[config.mk]
export PLATFORM = sky130hd
export DESIGN_NAME = l2tlb_resp
export DESIGN_NICKNAME = d
export VERILOG_FILES = /design/src/rtl/l2tlb_resp_pkg.sv /design/src/rtl/fflop.sv /design/src/rtl/l2tlb_req_fifo.sv /design/src/rtl/l2tlb_resp.sv
export SDC_FILE = /design/constraint.sdc
export NUM_CORES = 1
export LEC_CHECK = 0
export CELL_PAD_IN_SITES_DETAIL_PLACEMENT = 1
export CELL_PAD_IN_SITES_GLOBAL_PLACEMENT = 1
export CORE_MARGIN = 5
export CORE_UTILIZATION = 25
export DETAILED_ROUTE_END_ITERATION = 6
export PLACE_DENSITY_LB_ADDON = 0.1
export SYNTH_ARGS = -nofsm -noshare
export SYNTH_HDL_FRONTEND = slang
export SYNTH_HIERARCHICAL = 1
export SYNTH_SLANG_ARGS = --single-unit
[constraint.sdc]
create_clock -name clk -period 4.3 [get_ports clk]
set_clock_uncertainty 0.15 [all_clocks]
set_input_delay 0.645 -clock clk [delete_from_list [all_inputs] [get_ports clk]]
set_output_delay 0.645 -clock clk [all_outputs]
set_load 0.02 [all_outputs]
[src/rtl/l2tlb_resp_pkg.sv]
// L1-TLB/L2-TLB protocol payload types and fault encodings shared by the
// l2tlb_resp block and its bench.
package l2tlb_resp_pkg;

    localparam int TXID_W   = 5;
    localparam int LADDR_W  = 39;
    localparam int HPADDR_W = 11;
    localparam int PPADDR_W = 3;
    localparam int FAULT_W  = 3;

    localparam logic [FAULT_W-1:0] FAULT_NONE  = 3'b000;
    localparam logic [FAULT_W-1:0] FAULT_RANGE = 3'b001;

    typedef struct packed {
        logic [TXID_W-1:0]  txid;
        logic [LADDR_W-1:0] laddr;
    } I_l1tlbtol2tlb_req_type;

    typedef struct packed {
        logic [TXID_W-1:0]   txid;
        logic [HPADDR_W-1:0] hpaddr;
        logic [PPADDR_W-1:0] ppaddr;
        logic [FAULT_W-1:0]  fault;
    } I_l2tlbtol1tlb_ack_type;

    typedef struct packed {
        logic [TXID_W-1:0]   txid;
        logic [HPADDR_W-1:0] hpaddr;
    } I_l2tlbtol1tlb_snoop_type;

    typedef struct packed {
        logic [TXID_W-1:0] txid;
    } I_l1tlbtol2tlb_sack_type;

endpackage

[src/rtl/fflop.sv]
// One-entry registered valid/retry stage: output valid and payload come
// straight from flops; a new entry is accepted whenever the slot is free or draining.
module fflop #(
    parameter int W = 1
) (
    input  logic         clk,
    input  logic         reset,
    input  logic         din_valid,
    output logic         din_retry,
    input  logic [W-1:0] din,
    output logic         dout_valid,
    input  logic         dout_retry,
    output logic [W-1:0] dout
);

    assign din_retry = dout_valid & dout_retry;

    always_ff @(posedge clk) begin
        if (din_valid && !din_retry) begin
            dout <= din;
        end
    end

    always_ff @(posedge clk) begin
        if (reset) begin
            dout_valid <= 1'b0;
        end else if (din_valid && !din_retry) begin
            dout_valid <= 1'b1;
        end else if (!dout_retry) begin
            dout_valid <= 1'b0;
        end
    end

endmodule

[src/rtl/l2tlb_req_fifo.sv]
// Request FIFO with valid/retry on both sides. Full is taken from the
// registered count, so a pop only frees a slot for pushes from the next cycle.
module l2tlb_req_fifo #(
    parameter int DEPTH = 4,
    parameter int W     = 8
) (
    input  logic         clk,
    input  logic         reset,
    input  logic         in_valid,
    output logic         in_retry,
    input  logic [W-1:0] in_data,
    output logic         out_valid,
    input  logic         out_retry,
    output logic [W-1:0] out_data
);

    localparam int PTR_W = $clog2(DEPTH);
    localparam int CNT_W = PTR_W + 1;
    localparam logic [CNT_W-1:0] FULL_CNT = CNT_W'(DEPTH);

    logic [W-1:0]     mem [DEPTH];
    logic [PTR_W-1:0] wr_ptr;
    logic [PTR_W-1:0] rd_ptr;
    logic [CNT_W-1:0] count;
    logic             push;
    logic             pop;

    assign in_retry  = reset | (count == FULL_CNT);
    assign out_valid = (count != '0);
    assign out_data  = mem[rd_ptr];
    assign push      = in_valid & ~in_retry;
    assign pop       = out_valid & ~out_retry;

    always_ff @(posedge clk) begin
        if (push) begin
            mem[wr_ptr] <= in_data;
        end
    end

    // Pointers are exactly log2(DEPTH) bits and wrap on their own.
    always_ff @(posedge clk) begin
        if (reset) begin
            wr_ptr <= '0;
            rd_ptr <= '0;
            count  <= '0;
        end else begin
            if (push) begin
                wr_ptr <= wr_ptr + PTR_W'(1);
            end
            if (pop) begin
                rd_ptr <= rd_ptr + PTR_W'(1);
            end
            count <= count + CNT_W'(push) - CNT_W'(pop);
        end
    end

endmodule

[src/rtl/l2tlb_resp.sv]
// l2tlb_resp: bring-up L2 TLB responder (fixed-latency identity walk, snoop injection).
// Optional feature macro L2TLB_FAULT_CHECK_EN: laddr bits above 22 return a FAULT_RANGE ack.
module l2tlb_resp
    import l2tlb_resp_pkg::*;
#(
    parameter int REQ_DEPTH = 4,
    parameter int WALK_LAT  = 8
) (
    input  logic                     clk,
    input  logic                     reset,
    input  logic                     l1tlbtol2tlb_req_valid,
    output logic                     l1tlbtol2tlb_req_retry,
    input  I_l1tlbtol2tlb_req_type   l1tlbtol2tlb_req,
    output logic                     l2tlbtol1tlb_ack_valid,
    input  logic                     l2tlbtol1tlb_ack_retry,
    output I_l2tlbtol1tlb_ack_type   l2tlbtol1tlb_ack,
    input  logic                     inv_valid,
    output logic                     inv_retry,
    input  I_l2tlbtol1tlb_snoop_type inv,
    output logic                     l2tlbtol1tlb_snoop_valid,
    input  logic                     l2tlbtol1tlb_snoop_retry,
    output I_l2tlbtol1tlb_snoop_type l2tlbtol1tlb_snoop,
    input  logic                     l1tlbtol2tlb_sack_valid,
    output logic                     l1tlbtol2tlb_sack_retry,
    input  I_l1tlbtol2tlb_sack_type  l1tlbtol2tlb_sack
);

    localparam int CNT_W   = $clog2(WALK_LAT) + 1;
    localparam int ACK_W   = $bits(I_l2tlbtol1tlb_ack_type);
    localparam int SNOOP_W = $bits(I_l2tlbtol1tlb_snoop_type);

    typedef enum logic [2:0] {
        ST_IDLE,
        ST_WALK,
        ST_ACK,
        ST_SNOOP,
        ST_WAIT_SACK
    } state_t;

    typedef struct packed {
        logic [TXID_W-1:0]  txid;
        logic [LADDR_W-1:0] laddr;
    } req_entry_t;

    localparam int ENTRY_W = $bits(req_entry_t);

    state_t                 state;
    logic [CNT_W-1:0]       cnt;
    logic                   err_sack;
    req_entry_t             cur;
    logic [TXID_W-1:0]      snp_txid;

    req_entry_t             fifo_in;
    logic [ENTRY_W-1:0]     fifo_out_data;
    logic                   fifo_out_valid;
    logic                   fifo_out_retry;
    logic                   fifo_pop;

    I_l2tlbtol1tlb_ack_type ack_din;
    logic                   ack_din_retry;
    logic [ACK_W-1:0]       ack_dout;
    logic                   snoop_din_retry;
    logic [SNOOP_W-1:0]     snoop_dout;

    logic                   walk_done;
    logic                   ack_go;
    logic                   ack_done;
    logic                   snoop_done;
    logic                   inv_take;
    logic                   sack_match;
    logic                   unused_laddr;

    function automatic I_l2tlbtol1tlb_ack_type build_ack(input req_entry_t e);
        I_l2tlbtol1tlb_ack_type a;
        a.txid   = e.txid;
        a.hpaddr = e.laddr[22:12];
        a.ppaddr = e.laddr[14:12];
        a.fault  = FAULT_NONE;
`ifdef L2TLB_FAULT_CHECK_EN
        if (|e.laddr[LADDR_W-1:23]) begin
            a.hpaddr = '0;
            a.ppaddr = '0;
            a.fault  = FAULT_RANGE;
        end
`endif
        return a;
    endfunction

    assign fifo_in = '{txid: l1tlbtol2tlb_req.txid, laddr: l1tlbtol2tlb_req.laddr};

    l2tlb_req_fifo #(
        .DEPTH (REQ_DEPTH),
        .W     (ENTRY_W)
    ) u_req_fifo (
        .clk       (clk),
        .reset     (reset),
        .in_valid  (l1tlbtol2tlb_req_valid),
        .in_retry  (l1tlbtol2tlb_req_retry),
        .in_data   (fifo_in),
        .out_valid (fifo_out_valid),
        .out_retry (fifo_out_retry),
        .out_data  (fifo_out_data)
    );

    // Invalidation wins over queued requests when both are pending in IDLE.
    assign inv_retry      = reset | (state != ST_IDLE) | snoop_din_retry;
    assign inv_take       = inv_valid & ~inv_retry;
    assign fifo_pop       = ~reset & (state == ST_IDLE) & ~inv_valid & fifo_out_valid;
    assign fifo_out_retry = ~fifo_pop;

    // The ack enters its output flop on the last walk cycle so it is visible
    // the same cycle the FSM reaches ACK.
    assign walk_done = (state == ST_WALK) && (cnt == '0);
    assign ack_din   = build_ack(cur);
    assign ack_go    = walk_done & ~ack_din_retry;

    fflop #(.W(ACK_W)) u_ack_flop (
        .clk        (clk),
        .reset      (reset),
        .din_valid  (walk_done),
        .din_retry  (ack_din_retry),
        .din        (ack_din),
        .dout_valid (l2tlbtol1tlb_ack_valid),
        .dout_retry (l2tlbtol1tlb_ack_retry),
        .dout       (ack_dout)
    );

    fflop #(.W(SNOOP_W)) u_snoop_flop (
        .clk        (clk),
        .reset      (reset),
        .din_valid  (inv_take),
        .din_retry  (snoop_din_retry),
        .din        (inv),
        .dout_valid (l2tlbtol1tlb_snoop_valid),
        .dout_retry (l2tlbtol1tlb_snoop_retry),
        .dout       (snoop_dout)
    );

    assign l2tlbtol1tlb_ack   = I_l2tlbtol1tlb_ack_type'(ack_dout);
    assign l2tlbtol1tlb_snoop = I_l2tlbtol1tlb_snoop_type'(snoop_dout);

    assign ack_done   = l2tlbtol1tlb_ack_valid & ~l2tlbtol1tlb_ack_retry;
    assign snoop_done = l2tlbtol1tlb_snoop_valid & ~l2tlbtol1tlb_snoop_retry;

    // Snoop acks are always consumed; only a matching one in WAIT_SACK counts.
    assign l1tlbtol2tlb_sack_retry = 1'b0;
    assign sack_match = (state == ST_WAIT_SACK) && (l1tlbtol2tlb_sack.txid == snp_txid);

    assign unused_laddr = ^cur.laddr;

    always_ff @(posedge clk) begin
        if (fifo_pop) begin
            cur <= req_entry_t'(fifo_out_data);
        end
        if (inv_take) begin
            snp_txid <= inv.txid;
        end
        if (reset) begin
            state    <= ST_IDLE;
            cnt      <= '0;
            err_sack <= 1'b0;
        end else begin
            case (state)
                ST_IDLE: begin
                    if (inv_take) begin
                        state <= ST_SNOOP;
                    end else if (fifo_pop) begin
                        cnt   <= CNT_W'(WALK_LAT - 1);
                        state <= ST_WALK;
                    end
                end
                ST_WALK: begin
                    if (cnt != '0) begin
                        cnt <= cnt - CNT_W'(1);
                    end else if (ack_go) begin
                        state <= ST_ACK;
                    end
                end
                ST_ACK: begin
                    if (ack_done) begin
                        state <= ST_IDLE;
                    end
                end
                ST_SNOOP: begin
                    if (snoop_done) begin
                        state <= ST_WAIT_SACK;
                    end
                end
                ST_WAIT_SACK: begin
                    if (l1tlbtol2tlb_sack_valid && sack_match) begin
                        state <= ST_IDLE;
                    end
                end
                default: state <= ST_IDLE;
            endcase
            if (l1tlbtol2tlb_sack_valid && !sack_match) begin
                err_sack <= 1'b1;
            end
        end
    end

endmodule

==> impl_metrics.env, run 1 <==
export IMPL_cts_resized_gates=0
export IMPL_io_buffers=85
export IMPL_slew_violations=0
export IMPL_htree_levels=4
export IMPL_grt_max_degree=23
export IMPL_rows=53
export IMPL_cts_buffers=17
export IMPL_finalCritPeriodShare_pct=69.3
export IMPL_dieArea_mm2=0.0242
export IMPL_drtIter0Drc=77
export IMPL_wire_per_inst_um=15.5
export IMPL_final_hold_viol_count=0
export IMPL_synth_cells=271
export IMPL_antenna_found_initial=0
export IMPL_drive_gt1_share_pct=16.1
export IMPL_maxCapViolCount=0
export IMPL_fillers=2151
export IMPL_cts_tree="done"
export IMPL_hp_class="register to register"
export IMPL_cp_arrival_ns=2.18
export IMPL_clk_latency_ns=0.41
export IMPL_slew_headroom_pct=44.6
export IMPL_pin_count=115
export IMPL_track_usage_pct=8.90
export IMPL_drc=0
export IMPL_gr_total_overflow=0
export IMPL_viasPerCell=3.98
export IMPL_timing_fmax_mhz=336
export IMPL_register_area_mm2=0.00405
export IMPL_power_mw=3.32
export IMPL_post_cts_buffers=0
export IMPL_peakVddDrop_mv=0.197
export IMPL_antenna_left=0
export IMPL_diodes=0
export IMPL_place_congestion=0.689
export IMPL_syn_area_mm2=0.00529
export IMPL_cts_sinks=141
export IMPL_startpoint_type="primary input"
export IMPL_cts_hold_buf=0
export IMPL_rsz0062_at_grt="false"
export IMPL_die_x_um=155
export IMPL_criticalPathCategory="primary input to primary output"
export IMPL_grt_pass1_vias=2886
export IMPL_cts_max_path_buffers=2
export IMPL_status="finished clean"
export IMPL_cp_end_kind="primary output"
export IMPL_setup_tns_ns=0
export IMPL_fin_crit_ns=2.98
export IMPL_setup_violations=0
export IMPL_dieHeight_um=155
export IMPL_postSynthAreaPerCell_um2=19.5
export IMPL_drt_wl_total_mm=10.3
export IMPL_synth_warnings=6
export IMPL_power_density_mw_per_mm2=475
export IMPL_num_vias=2634
export IMPL_path_clk_slew_ns=0.05
export IMPL_root_buffer="clkbuf_16"
export IMPL_core_mm2=0.0210
export IMPL_grt_pass1_wl_mm=15.8
export IMPL_cp_max_fo=8
export IMPL_tightest_slew_ns=0.830
export IMPL_nNetsFinal=457
export IMPL_power_leakage_nw=2.32
export IMPL_drtPass1Iterations=4
export IMPL_place_hpwl_mm=6.73
export IMPL_multiInputGateArea_mm2=0.00109
export IMPL_worstPathRequired_ns=3.50
export IMPL_start_util_pct=25.3
export IMPL_syn2layout_area_growth_pct=32.1
[cell type report]
cell class                      count  share of cell area (%)
Clock buffer                       20                    6.25
Clock inverter                      9                    1.41
Inverter                           10                   0.537
Multi-Input combinational cell    111                    15.6
Sequential cell                   141                    58.0
Tap cell                          275                    4.92
Timing Repair Buffer               95                    13.2
[power by group]
part / switching (mW) / total [mW] / internal [mW]
clock network: 0.521 / 1.36 / 0.836
registers: 0.0403 / 1.63 / 1.59
logic: 0.173 / 0.335 / 0.163
total: 0.734 / 3.32 / 2.59
[path summary, 6_finish.rpt]
check / end / start / slack (ns) / depth (start not counted)
max: l1tlbtol2tlb_req_retry / reset / 1.32 / 4
min: u_ack_flop/dout[15]$_DFFE_PP_ / ack_din[15]$_DFFE_PP_ / 0.27 / 0
max reg2reg: u_req_fifo/count[2]$_SDFF_PP0_ / u_req_fifo/count[1]$_SDFF_PP0_ / 1.64 / 13
min reg2reg: u_ack_flop/dout[15]$_DFFE_PP_ / ack_din[15]$_DFFE_PP_ / 0.27 / 0
[metal layers]
layer	global-route usage (%)	routed length [µm]	vias up
li1	-	-	1242
met1	9.83	4300	1326
met2	15.3	5340	57
met3	3.23	458	9
met4	4.00	144	0
met5	0	0	-
[per-stage QoR]
step                      hold slack, ns  utilization (%)  cell area [µm²]  std cells  setup WS, ns
after global routing               0.283             33.4             6990        661          1.22
after global placement             0.252             30.8             6450        632         0.927
after CTS                          0.269             33.4             6990        661          1.29
after floorplan                    0.250                -             5300        274          1.58
after detailed placement           0.256             30.8             6450        632         0.909
final                              0.267             33.4             6990        661          1.32
[state kept, by name, summed over array words and instances, names as in the netlist, 2 cells and up, named ones only]
name	flops
u_req_fifo/mem	64
u_ack_flop/dout	22
ack_din	16
u_snoop_flop/dout	16
snp_txid	5
cnt	4
state	3
u_req_fifo/count	3
u_req_fifo/rd_ptr	2
u_req_fifo/wr_ptr	2
[critical path, cell delays in order]
cell,delay [ns]
clkdlybuf4s50_1,0.49
buf_4,0.21
or2_2,0.29
clkdlybuf4s50_1,0.54
[cells in the final DEF (no fill, tap or decap), drive strengths merged, types with 3 or more instances in the layout]
cell type	count
edfxtp	123
clkdlybuf4s50	85
clkbuf	20
dfxtp	18
mux4	16
nor2	11
inv	10
buf	10
nor2b	9
nor3	9
and2	9
ha	8
clkinv	6
xnor2	5
a21oi	5
o21ai	4
conb	4
nor3b	4
xor2	3
Note: power is estimated with default switching activity, not from simulation.
==> inputs of run 2 (changes only) <==
Clock period 4.3 ns to 2.5 ns, I/O delays scaled along.
==> impl_metrics.env, run 2 (synthesized netlist as in run 1, its figures left out) <==
export IMPL_status="finished clean"
export IMPL_dieHeight_um=155
export IMPL_setup_ws_ns=0.172
export IMPL_dpl_cell_count=643
export IMPL_maxCapViolCount=0
export IMPL_rrSetupSlack_ns=0.17
export IMPL_pin_count=115
export IMPL_grt_pass1_vias=2969
export IMPL_p_sw_share_pct=22.8
export IMPL_design_area_mm2=0.00727
export IMPL_core_mm2=0.0210
export IMPL_cts_sinks=141
export IMPL_drive_gt1_share_pct=21.4
export IMPL_wire_per_inst_um=15.6
export IMPL_rows=53
export IMPL_setup_violations=0
export IMPL_track_usage_pct=9.15
export IMPL_place_hpwl_mm=6.93
export IMPL_grt_max_degree=23
export IMPL_fillers=2135
export IMPL_startpoint_type="register"
export IMPL_clk_latency_ns=0.41
export IMPL_num_vias=2672
export IMPL_die_x_um=155
export IMPL_drc=0
export IMPL_io_buffers=85
export IMPL_holdPathEnd="u_ack_flop/dout[14]$_DFFE_PP_"
export IMPL_nNetsFinal=469
export IMPL_rr_startpoint="u_req_fifo/count[0]$_SDFF_PP0_"
export IMPL_intPower_mw=4.65
export IMPL_reg_top3="u_req_fifo/mem (64), u_ack_flop/dout (22)"
export IMPL_power_mw=6.03
export IMPL_antenna_found_initial=0
export IMPL_regMostFlops="u_req_fifo/mem"
export IMPL_cp_arrival_ns=2.48
export IMPL_place_congestion=0.662
export IMPL_drt_wl_total_mm=10.5
export IMPL_fin_hold_ws_ns=0.267
export IMPL_final_core_util_pct=34.7
export IMPL_hold_start="ack_din[14]$_DFFE_PP_"
export IMPL_criticalPathCategory="register to register"
export IMPL_drtIter0Drc=91
export IMPL_dpl_cell_area_mm2=0.00663
export IMPL_hold_depth=0
export IMPL_cts_tree="done"
export IMPL_viasPerCell=3.95
export IMPL_path_clk_slew_ns=0.06
export IMPL_reg2reg_depth=13
export IMPL_worstPathRequired_ns=2.65
export IMPL_final_hold_viol_count=0
export IMPL_root_buffer="clkbuf_16"
export IMPL_power_leakage_nw=2.45
export IMPL_drtPass1Iterations=4
export IMPL_fin_crit_ns=2.33
export IMPL_hp_class="register to register"
export IMPL_mostFrequentLayoutCells="edfxtp_1, clkdlybuf4s50_1, clkbuf_16"
export IMPL_finalNonFillerCells=677
export IMPL_gr_total_overflow=0
export IMPL_clock_power_share_pct=42.8
export IMPL_timing_fmax_mhz=430
export IMPL_largest_reg_flops=64
export IMPL_cts_buffers=17
export IMPL_layout_commonest_cell="edfxtp_1"
export IMPL_post_place_ws_ns=-0.350
export IMPL_p_switching_mw=1.38
export IMPL_rsz0062_at_grt="true"
export IMPL_antenna_left=0
export IMPL_setup_tns_ns=0
export IMPL_dieArea_mm2=0.0242
export IMPL_htree_levels=4
export IMPL_syn2layout_area_growth_pct=37.4
export IMPL_finalCritPeriodShare_pct=93.1
export IMPL_seqPwrFrac_pct=46.3
export IMPL_slew_violations=0
export IMPL_cp_end_kind="register"
export IMPL_pwr_share_comb_pct=10.9
export IMPL_start_util_pct=25.3
export IMPL_cp_max_fo=3
export IMPL_peakVddDrop_mv=0.485
export IMPL_r2r_end="u_req_fifo/count[2]$_SDFF_PP0_"
export IMPL_cts_max_path_buffers=2
export IMPL_grt_pass1_wl_mm=16.4
export IMPL_power_density_mw_per_mm2=830
export IMPL_cts_hold_buf=0
run 2: power by group through the flow:
stage / Clock, mW / Sequential, mW / Combinational (mW)
floorplan: 0 / 2.90 / 0.258
global placement: 0 / 2.83 / 0.661
detailed placement: 0 / 2.84 / 0.672
CTS: 2.66 / 2.79 / 0.674
global route: 2.78 / 2.80 / 0.720
finish: 2.58 / 2.79 / 0.659
run 2: final cells by class:
cell class / instances / area, µm² / share of cell area [%]
sequential: 141 / 4060 / 55.9
multi-input combinational: 111 / 1110 / 15.3
timing repair buffer: 107 / 1100 / 15.2
clock buffer: 17 / 425 / 5.85
tap: 275 / 344 / 4.73
clock inverter: 15 / 185 / 2.55
inverter: 10 / 37.5 / 0.516
antenna: 1 / 2.50 / 0.0344
run 2: metal layers:
metal,routed length [µm],vias to the layer above,global-route usage [%]
met1,4500,1332,10.6
met3,392,11,2.61
li1,-,1273,-
met2,5440,56,15.5
met5,0,-,0
met4,199,0,4.63
run 2: worst max path at each step:
| stage | start | endpoint | slack [ns] | cells after the start |
|---|---|---|---|---|
| floorplan | reset | u_req_fifo/count[2]$_SDFF_PP0_ | 0.05 | 12 |
| global placement | reset | u_req_fifo/count[2]$_SDFF_PP0_ | -0.33 | 12 |
| detailed placement | reset | u_req_fifo/count[2]$_SDFF_PP0_ | -0.35 | 12 |
| CTS | u_req_fifo/count[2]$_SDFF_PP0_ | u_req_fifo/count[2]$_SDFF_PP0_ | 0.06 | 13 |
| global route | u_req_fifo/count[0]$_SDFF_PP0_ | u_req_fifo/count[2]$_SDFF_PP0_ | -0.03 | 13 |
| finish | u_req_fifo/count[0]$_SDFF_PP0_ | u_req_fifo/count[2]$_SDFF_PP0_ | 0.17 | 13 |
run 2: repair_timing:
item / in CTS / in global routing
pin swaps: 0 / 3
endpoints found under the setup margin: 1 / 1
gates cloned: 0 / 0
hold endpoints to repair: 0 / 0
gates resized for setup: 1 / 9
setup buffers: 0 / 1
run 2: worst max-delay path, stage by stage, from the launching register on:
cell and delay (ns):
dfxtp_4 0.36, nor3_4 0.19, inv_1 0.05, nor2b_1 0.13
nand2_1 0.10, nor2_2 0.05, ha_1 0.26, inv_1 0.05
ha_1 0.13, inv_1 0.05, fa_2 0.33, xor2_1 0.18
and2_1 0.16, nor3_2 0.04
